**config.mk**
```make
export PLATFORM = sky130hd
export DESIGN_NAME = record_playback_ctrl
export DESIGN_NICKNAME = d
export VERILOG_FILES = /design/src/rtl/recorder_pkg.sv /design/src/rtl/sample_tick_gen.sv /design/src/rtl/record_playback_ctrl.sv
export SDC_FILE = /design/constraint.sdc
export NUM_CORES = 1
export LEC_CHECK = 0
export ABC_AREA = 1
export CAP_MARGIN = 10
export CELL_PAD_IN_SITES_DETAIL_PLACEMENT = 1
export CELL_PAD_IN_SITES_GLOBAL_PLACEMENT = 2
export CORE_ASPECT_RATIO = 0.6
export CORE_UTILIZATION = 29
export CTS_CLUSTER_DIAMETER = 60
export CTS_CLUSTER_SIZE = 12
export DETAILED_ROUTE_END_ITERATION = 10
export GPL_TIMING_DRIVEN = 0
export PLACE_DENSITY = 0.85
export SYNTH_ARGS = -nofsm -noshare
export SYNTH_HDL_FRONTEND = slang
export SYNTH_SLANG_ARGS = --single-unit
export TNS_END_PERCENT = 1
```
**constraint.sdc**
```tcl
create_clock -name clock -period 4.6 [get_ports clock]
set_input_delay 1.38 -clock clock [delete_from_list [all_inputs] [get_ports clock]]
set_output_delay 1.38 -clock clock [all_outputs]
set_load 0.02 [all_outputs]
```
**src/rtl/recorder_pkg.sv**
```systemverilog
// Shared types and default sizing for the audio recorder datapath
// (hold timer, record/playback sequencer, DAC stage).
package recorder_pkg;

  typedef enum logic [1:0] {
    IDLE   = 2'd0,
    RECORD = 2'd1,
    PLAY   = 2'd2
  } rec_state_t;

  // 100 MHz / 2500 = 40 kHz sample rate; 128000 samples = 3.2 s of audio.
  localparam int unsigned DefaultDataW     = 8;
  localparam int unsigned DefaultAddrW     = 17;
  localparam int unsigned DefaultDepth     = 128000;
  localparam int unsigned DefaultSampleDiv = 2500;

endpackage

```
**src/rtl/sample_tick_gen.sv**
```systemverilog
// Free-running sample-rate divider; tick is high on the last count of each period.
// A synchronous clear restarts the period so the first tick lands SAMPLE_DIV cycles later.
module sample_tick_gen #(
  parameter int unsigned SAMPLE_DIV = 2500
) (
  input  logic clock,
  input  logic reset,
  input  logic clear,
  output logic tick
);

  localparam int unsigned CntW = (SAMPLE_DIV > 1) ? $clog2(SAMPLE_DIV) : 1;
  localparam logic [CntW-1:0] CntMax = CntW'(SAMPLE_DIV - 1);
  localparam logic [CntW-1:0] CntOne = CntW'(1);

  logic [CntW-1:0] cnt_q;

  always_ff @(posedge clock) begin
    if (reset || clear) begin
      cnt_q <= '0;
    end else if (cnt_q == CntMax) begin
      cnt_q <= '0;
    end else begin
      cnt_q <= cnt_q + CntOne;
    end
  end

  assign tick = (cnt_q == CntMax);

endmodule

```
**src/rtl/record_playback_ctrl.sv**
```systemverilog
// Record/playback sequencer: writes ADC samples into BRAM at the sample rate while recording,
// and replays the stored take to the DAC stage at the same rate.
module record_playback_ctrl
  import recorder_pkg::*;
#(
  parameter int unsigned DATA_W     = DefaultDataW,
  parameter int unsigned ADDR_W     = DefaultAddrW,
  parameter int unsigned DEPTH      = DefaultDepth,
  parameter int unsigned SAMPLE_DIV = DefaultSampleDiv
) (
  input  logic              clock,
  input  logic              reset,
  input  logic              confirmed,
  input  logic              rec_req,
  input  logic              play_req,
  input  logic [DATA_W-1:0] adc_data,
  input  logic [DATA_W-1:0] mem_rdata,
  output logic [ADDR_W-1:0] mem_addr,
  output logic              mem_we,
  output logic [DATA_W-1:0] mem_wdata,
  output logic [DATA_W-1:0] pcm_out,
  output logic              pcm_valid,
  output logic              recording,
  output logic              playing,
  output logic [ADDR_W:0]   rec_len
);

  localparam logic [ADDR_W-1:0] LastAddr = ADDR_W'(DEPTH - 1);
  localparam logic [ADDR_W-1:0] AddrOne  = ADDR_W'(1);
  localparam logic [ADDR_W:0]   LenOne   = (ADDR_W + 1)'(1);

  rec_state_t        state_q, state_d;
  logic [ADDR_W-1:0] addr_q, addr_d;
  logic [ADDR_W:0]   len_q, len_d;
  logic [DATA_W-1:0] pcm_q, pcm_d;
  logic              valid_q, valid_d;
  logic              we;
  logic              clear;
  logic              tick;

  sample_tick_gen #(
    .SAMPLE_DIV(SAMPLE_DIV)
  ) u_tick (
    .clock(clock),
    .reset(reset),
    .clear(clear),
    .tick (tick)
  );

  always_comb begin
    state_d = state_q;
    addr_d  = addr_q;
    len_d   = len_q;
    pcm_d   = pcm_q;
    valid_d = 1'b0;
    we      = 1'b0;
    clear   = 1'b0;

    unique case (state_q)
      IDLE: begin
        // Record takes priority when both requests are accepted together.
        if (rec_req && confirmed) begin
          state_d = RECORD;
          addr_d  = '0;
          len_d   = '0;
          clear   = 1'b1;
        end else if (play_req && (len_q != '0)) begin
          state_d = PLAY;
          addr_d  = '0;
          clear   = 1'b1;
        end
      end

      RECORD: begin
        if (tick) begin
          we    = 1'b1;
          len_d = {1'b0, addr_q} + LenOne;
          if (addr_q == LastAddr) begin
            state_d = IDLE;
          end else begin
            addr_d = addr_q + AddrOne;
          end
        end
        if (rec_req) begin
          state_d = IDLE;
        end
      end

      PLAY: begin
        // Address has been stable since the previous tick, so read data is already valid.
        if (tick) begin
          pcm_d   = mem_rdata;
          valid_d = 1'b1;
          if ({1'b0, addr_q} == (len_q - LenOne)) begin
            state_d = IDLE;
          end else begin
            addr_d = addr_q + AddrOne;
          end
        end
        if (play_req) begin
          state_d = IDLE;
        end
      end

      default: begin
        state_d = IDLE;
      end
    endcase
  end

  always_ff @(posedge clock) begin
    if (reset) begin
      state_q <= IDLE;
      addr_q  <= '0;
      len_q   <= '0;
      pcm_q   <= '0;
      valid_q <= 1'b0;
    end else begin
      state_q <= state_d;
      addr_q  <= addr_d;
      len_q   <= len_d;
      pcm_q   <= pcm_d;
      valid_q <= valid_d;
    end
  end

  assign mem_addr  = addr_q;
  assign mem_we    = we;
  assign mem_wdata = we ? adc_data : '0;
  assign pcm_out   = pcm_q;
  assign pcm_valid = valid_q;
  assign recording = (state_q == RECORD);
  assign playing   = (state_q == PLAY);
  assign rec_len   = len_q;

endmodule
```
* After elaboration in Yosys (flattened, before gate mapping)
Index checks and enable logic that the tools add are counted.
Word-level totals: bits in registers 58, input bits 21, output and inout bits 55, logic and storage cells 64
Operators by class: add/subtract/negate cells 4, equal/unequal tests 15, muxes and demuxes 25, bitwise logic cells 1, reduce and logical (&&, ||, !) cells 13
Operators by type and width (number):
- 17-bit 2-to-1 mux | 6
- 17-bit one-hot mux with 3 select lines | 1
- 18-bit 2-to-1 mux | 2
- 18-bit one-hot mux with 2 select lines | 1
- 17-bit by 1-bit adder with 18-bit output (second input constant) | 1
- 17-bit by 18-bit == test with 1-bit output | 1
- 18-bit nonzero test | 1
- 18-bit by 1-bit subtractor with 18-bit output (second input constant) | 1
- 17-bit by 1-bit adder with 17-bit output (second input constant) | 1
- 17-bit == test (second input constant) | 1
- 2-bit 2-to-1 mux | 8
- 12-bit by 1-bit adder with 12-bit output (second input constant) | 1
- 12-bit == test (second input constant) | 1
- 3-bit by 2-bit inequality test with 1-bit output (second input constant) | 4
- 8-bit 2-to-1 mux | 1
- 2-bit inequality test (second input constant) | 3
- 2-bit one-hot mux with 3 select lines | 1
- 6-bit AND reduction | 1
- 1-bit 2-to-1 mux | 5
- 5-bit AND reduction | 1
- 2-bit by 1-bit inequality test with 1-bit output (second input constant) | 2
- 2-bit OR reduction | 2
- 3-bit inequality test (second input constant) | 1
- 3-bit AND reduction | 1
- 9 further kinds | 10

* Longest topological paths before layout
depth in word-level cells 7, depth in mapped cells 19

* By module
A second synthesis with hierarchy kept.
Unflattened totals: cells, all modules 624, area total of the unflattened synthesis 4038.9 um^2
By module, submodules not included:
- record_playback_ctrl | times used 1, cells each 543, area an instance 3447.1 um^2
- sample_tick_gen | times used 1, cells each 81, area an instance 591.8 um^2

* Worst setup path before layout
No wires, ideal clock.
path kind register to output, start point register state_q[1], end point output mem_wdata[0], arrival 1826 ps, path slack 1394 ps, cell stages (with the launch flop) 7, buffers on the path 0, cell sequence dfxtp_1 inv_1 ha_1 inv_1 nor2_2 clkinv_1 nor2_1
Between the ends: cells in the longest elaborated chain, start to end 3
RTL lines:
- from (decl) | line record_playback_ctrl.sv:32 | rec_state_t state_q, state_d;
- from (signal assigned) | line record_playback_ctrl.sv:119 | state_q <= state_d;
- 2-bit by 1-bit == test with 1-bit output
- net recording | line record_playback_ctrl.sv:23 | output logic recording,
- 1-bit 2-to-1 mux | line record_playback_ctrl.sv:59 | unique case (state_q)
- net mem_we | line record_playback_ctrl.sv:19 | output logic mem_we,
- 8-bit 2-to-1 mux | line record_playback_ctrl.sv:129 | assign mem_wdata = we ? adc_data : '0;
- to (decl) | line record_playback_ctrl.sv:20 | output logic [DATA_W-1:0] mem_wdata,
The timed path passes the listed nets, and every way through them passes these cells.

* Final worst setup path
start point register u_tick.cnt_q[0], end point output mem_wdata[4]
Between the ends: cells in the longest elaborated chain, start to end 4
RTL lines:
- from (decl) | line sample_tick_gen.sv:16 | logic [CntW-1:0] cnt_q;
- from (signal assigned) | line sample_tick_gen.sv:24 | cnt_q <= cnt_q + CntOne;
- 12-bit == test | line sample_tick_gen.sv:28 | assign tick = (cnt_q == CntMax);
- 1-bit 2-to-1 mux | line record_playback_ctrl.sv:75 | if (tick) begin
- 1-bit 2-to-1 mux | line record_playback_ctrl.sv:59
- 8-bit 2-to-1 mux | line record_playback_ctrl.sv:129
Every way passes these cells.

==> impl_metrics.yaml <==
status:
  status: "complete, no violations"
floorplanning:
  die_w_microns: 149
  die_area_sq_mm: 0.0134
  core_area_sq_mm: 0.0123
  num_rows: 31
  initial_core_util_pct: 30.4
  io_pins: 76
  die_h_microns: 90.1
clock_network:
  clk_pin_slew_ns: 0.05
  tritoncts: "done"
  postCtsSetupBuffers: 0
  cts.path.max_buffers: 2
  cts_buffers: 9
  cts_hold_buf: 0
  htree_levels: 3
  clkSinkCount: 58
  cts_root_buffer: "clkbuf_16"
  clkLatencyLatePin_ns: 0.33
  cts_resized: 0
global_routing:
  antenna_found_initial: 0
  grt_usage_pct: 22.2
  grt_max_degree: 11
  overflow: 0
  grt_pass1_vias: 4163
  grt_pass1_wl_microns: 22800
critical_path:
  required_ns: 3.22
  startpoint_type: "flop"
  cp_max_fo: 9
  worstPathArrival_ns: 2.70
  critPathMaxStageDelay_ns: 0.65
  worstSetupPathType: "reg -> out"
  cp_slowest_cell: "clkdlybuf4s50_1"
  path_buf_inv: 2
  crit_chain: "ha_1 > nor3b_1 > nand3_1 > nor2_2 > clkinv_1 > nor2_1 > clkdlybuf4s50_1"
  crit_family: "buffers and inverters"
  cp-end-kind: "primary output"
detailed_routing:
  drt-initial-drc-count: 196
  num_vias: 4137
  drc: 0
  wirelength_microns: 14000
  wl_per_cell_microns: 16.4
  ant_nets: 0
  drtPass1Iterations: 4
  via_per_inst: 4.83
power_and_ir_drop:
  p_switching_uw: 1230
  max-vdd-ir-drop_v: 0.000241
  combPwrFrac_pct: 49.2
  swShare_pct: 44.6
  seq_power_share_pct: 26.4
  clockPowerShare_pct: 24.4
  internal_power_uw: 1530
  powerDensity_mw_per_mm2: 552
  leakagePower_uw: 0.00212
  total_power_uw: 2760
flow_run:
  maxCapViolations: 0
sta:
  clock_skew_ns: 0.00855
  relSlewSlack_pct: 55.9
  fmax_mhz: 245
  setup_viol: 0
  hold_viol: 0
  setup_tns_ns: 0
  drv_slew: 0
  rsz0062_at_grt: "no"
  worst_slack_ns: 0.516
  worstMarginPinSlew_ns: 0.661
  fin_crit_sh_pct: 88.8
  finalCriticalPeriod_ns: 4.08
synthesis:
  ys_seq_area_share_pct: 30.9
  synth_cells: 602
  ys_ff_latch: 58
  synth_area_sq_mm: 0.00375
  syn_avg_cell_area_sq_um: 6.24
  synth_enable_flop_cells: 0
  synth_cell_types: 39
  async_flop_share_pct: 0
  synth_flop_cell: "dfxtp_1"
  yosysWarnings: 0
  syn_nets: 630
final_layout:
  antennaDiodeCount: 0
  final_common_cell: "nand2_1"
  layout_common_cells: "153 x nand2_1, 115 x nor2_1, 74 x clkdlybuf4s50_1"
  final_util_pct: 40.5
  fill_cells: 1593
  drive_gt1_share_pct: 6.95
  fin_nets: 715
  syn_to_final_growth_pct: 33.1
hold_path:
  hold_path_class: "reg -> reg"
placed_design:
  io_buffers: 74
  pre_cts_ws_ns: 0.603
  gp_congestion: 0.859
  hpwl_microns: 11400
==> sequential cells by signal (all words and copies together) (netlist names) <==
register,cells
state_q,2
mem_addr,17
pcm_valid,1
pcm_out,8
rec_len,18
u_tick.cnt_q,12
==> power groups by stage <==
stage | registers, uW | logic (uW) | clock network (uW)
detailed placement | 738 | 1350 | 0
global route | 740 | 1510 | 715
finish | 727 | 1360 | 673
CTS | 728 | 1360 | 692
floorplan | 784 | 818 | 0
global placement | 731 | 1310 | 0
==> per-stage QoR <==
stage	instance area (sq um)	std cells	hold WS (ns)
6_report	5000	856	0.450
3_5_place_dp	4700	841	0.439
4_1_cts	5000	856	0.451
3_3_place_gp	4700	841	0.429
2_1_floorplan	3750	602	0.418
5_1_grt	5000	856	0.474
==> cells in the mapped netlist (2+ instances only) <==
master      n  share of area (%)
a211oi_1    5                1.0
a21oi_1    31                4.1
buf_2       2               0.27
clkbuf_1    9               0.90
clkbuf_2    2               0.27
clkinv_1    2               0.20
dfxtp_1    58                 31
ha_1        7                2.3
inv_1      71                7.1
nand2_1   153                 15
nand2_2     4               0.67
nand2_4     2               0.60
nand3_1    41                5.5
nand3b_1    5                1.0
nand4_1     5               0.83
nor2_1    115                 11
nor2_2      8                1.3
nor2_4      5                1.5
nor3_1     10                1.3
nor3b_1     2               0.40
nor4_1      4               0.67
o21ai_0    20                2.7
or2_2       3               0.50
xnor2_1    10                2.3
xor2_1     14                3.3
==> cell families after synthesis <==
family | count (synthesis) | share of synthesized area [%]
AOI/OAI and AO/OA | 63 | 9.30
xor gates and xnor gates | 24 | 5.60
adders and majority gates | 7 | 2.33
buffers and inverters | 89 | 9.53
DFF | 58 | 30.9
and+or+nand+nor | 361 | 42.3
==> path summary, 6_finish.rpt <==
check                           cells after the start  slack [ns]       startpoint               to
worst min register to register                      1        0.45  u_tick.cnt_q[0]  u_tick.cnt_q[0]
worst max-delay path                                7        0.52  u_tick.cnt_q[0]     mem_wdata[4]
worst max register to register                     16        1.88       rec_len[0]      mem_addr[3]
worst min-delay path                                1        0.45  u_tick.cnt_q[0]  u_tick.cnt_q[0]
==> area by class of cell <==
| cell class | count | area (sq um) | area share (%) |
|---|---|---|---|
| plain buffers | 15 | 80.1 | 1.60 |
| inverters | 74 | 278 | 5.56 |
| multi-input cells | 455 | 2240 | 44.7 |
| well taps | 165 | 206 | 4.13 |
| clock buffers | 11 | 243 | 4.86 |
| repair buffers | 74 | 741 | 14.8 |
| flip-flops and latches | 58 | 1160 | 23.2 |
| clock inverters | 4 | 52.6 | 1.05 |
==> per-layer routing <==
metal	GRT usage, %	vias up	share of wire [%]
li1	-	2067	-
met1	33.5	1964	53
met2	31.4	102	40
met3	5.69	4	6.7
met4	3.57	0	0.26
met5	0	-	0
==> worst reg2reg max path, cell delays in order (launching register included) <==
cell and delay, ns:
dfxtp_1 0.33, inv_1 0.15, ha_1 0.39, nand2_2 0.18, nor2_8 0.22, nand3_1 0.10, nand3_1 0.09, nand2_1 0.08
nor2_1 0.10, nand2_1 0.13, o21ai_2 0.20, nand2_4 0.14, nand2_4 0.16, buf_8 0.17, nand2_1 0.07, nand2_1 0.06
nor2_1 0.05
No activity file was read; power rests on OpenSTA's default activity.
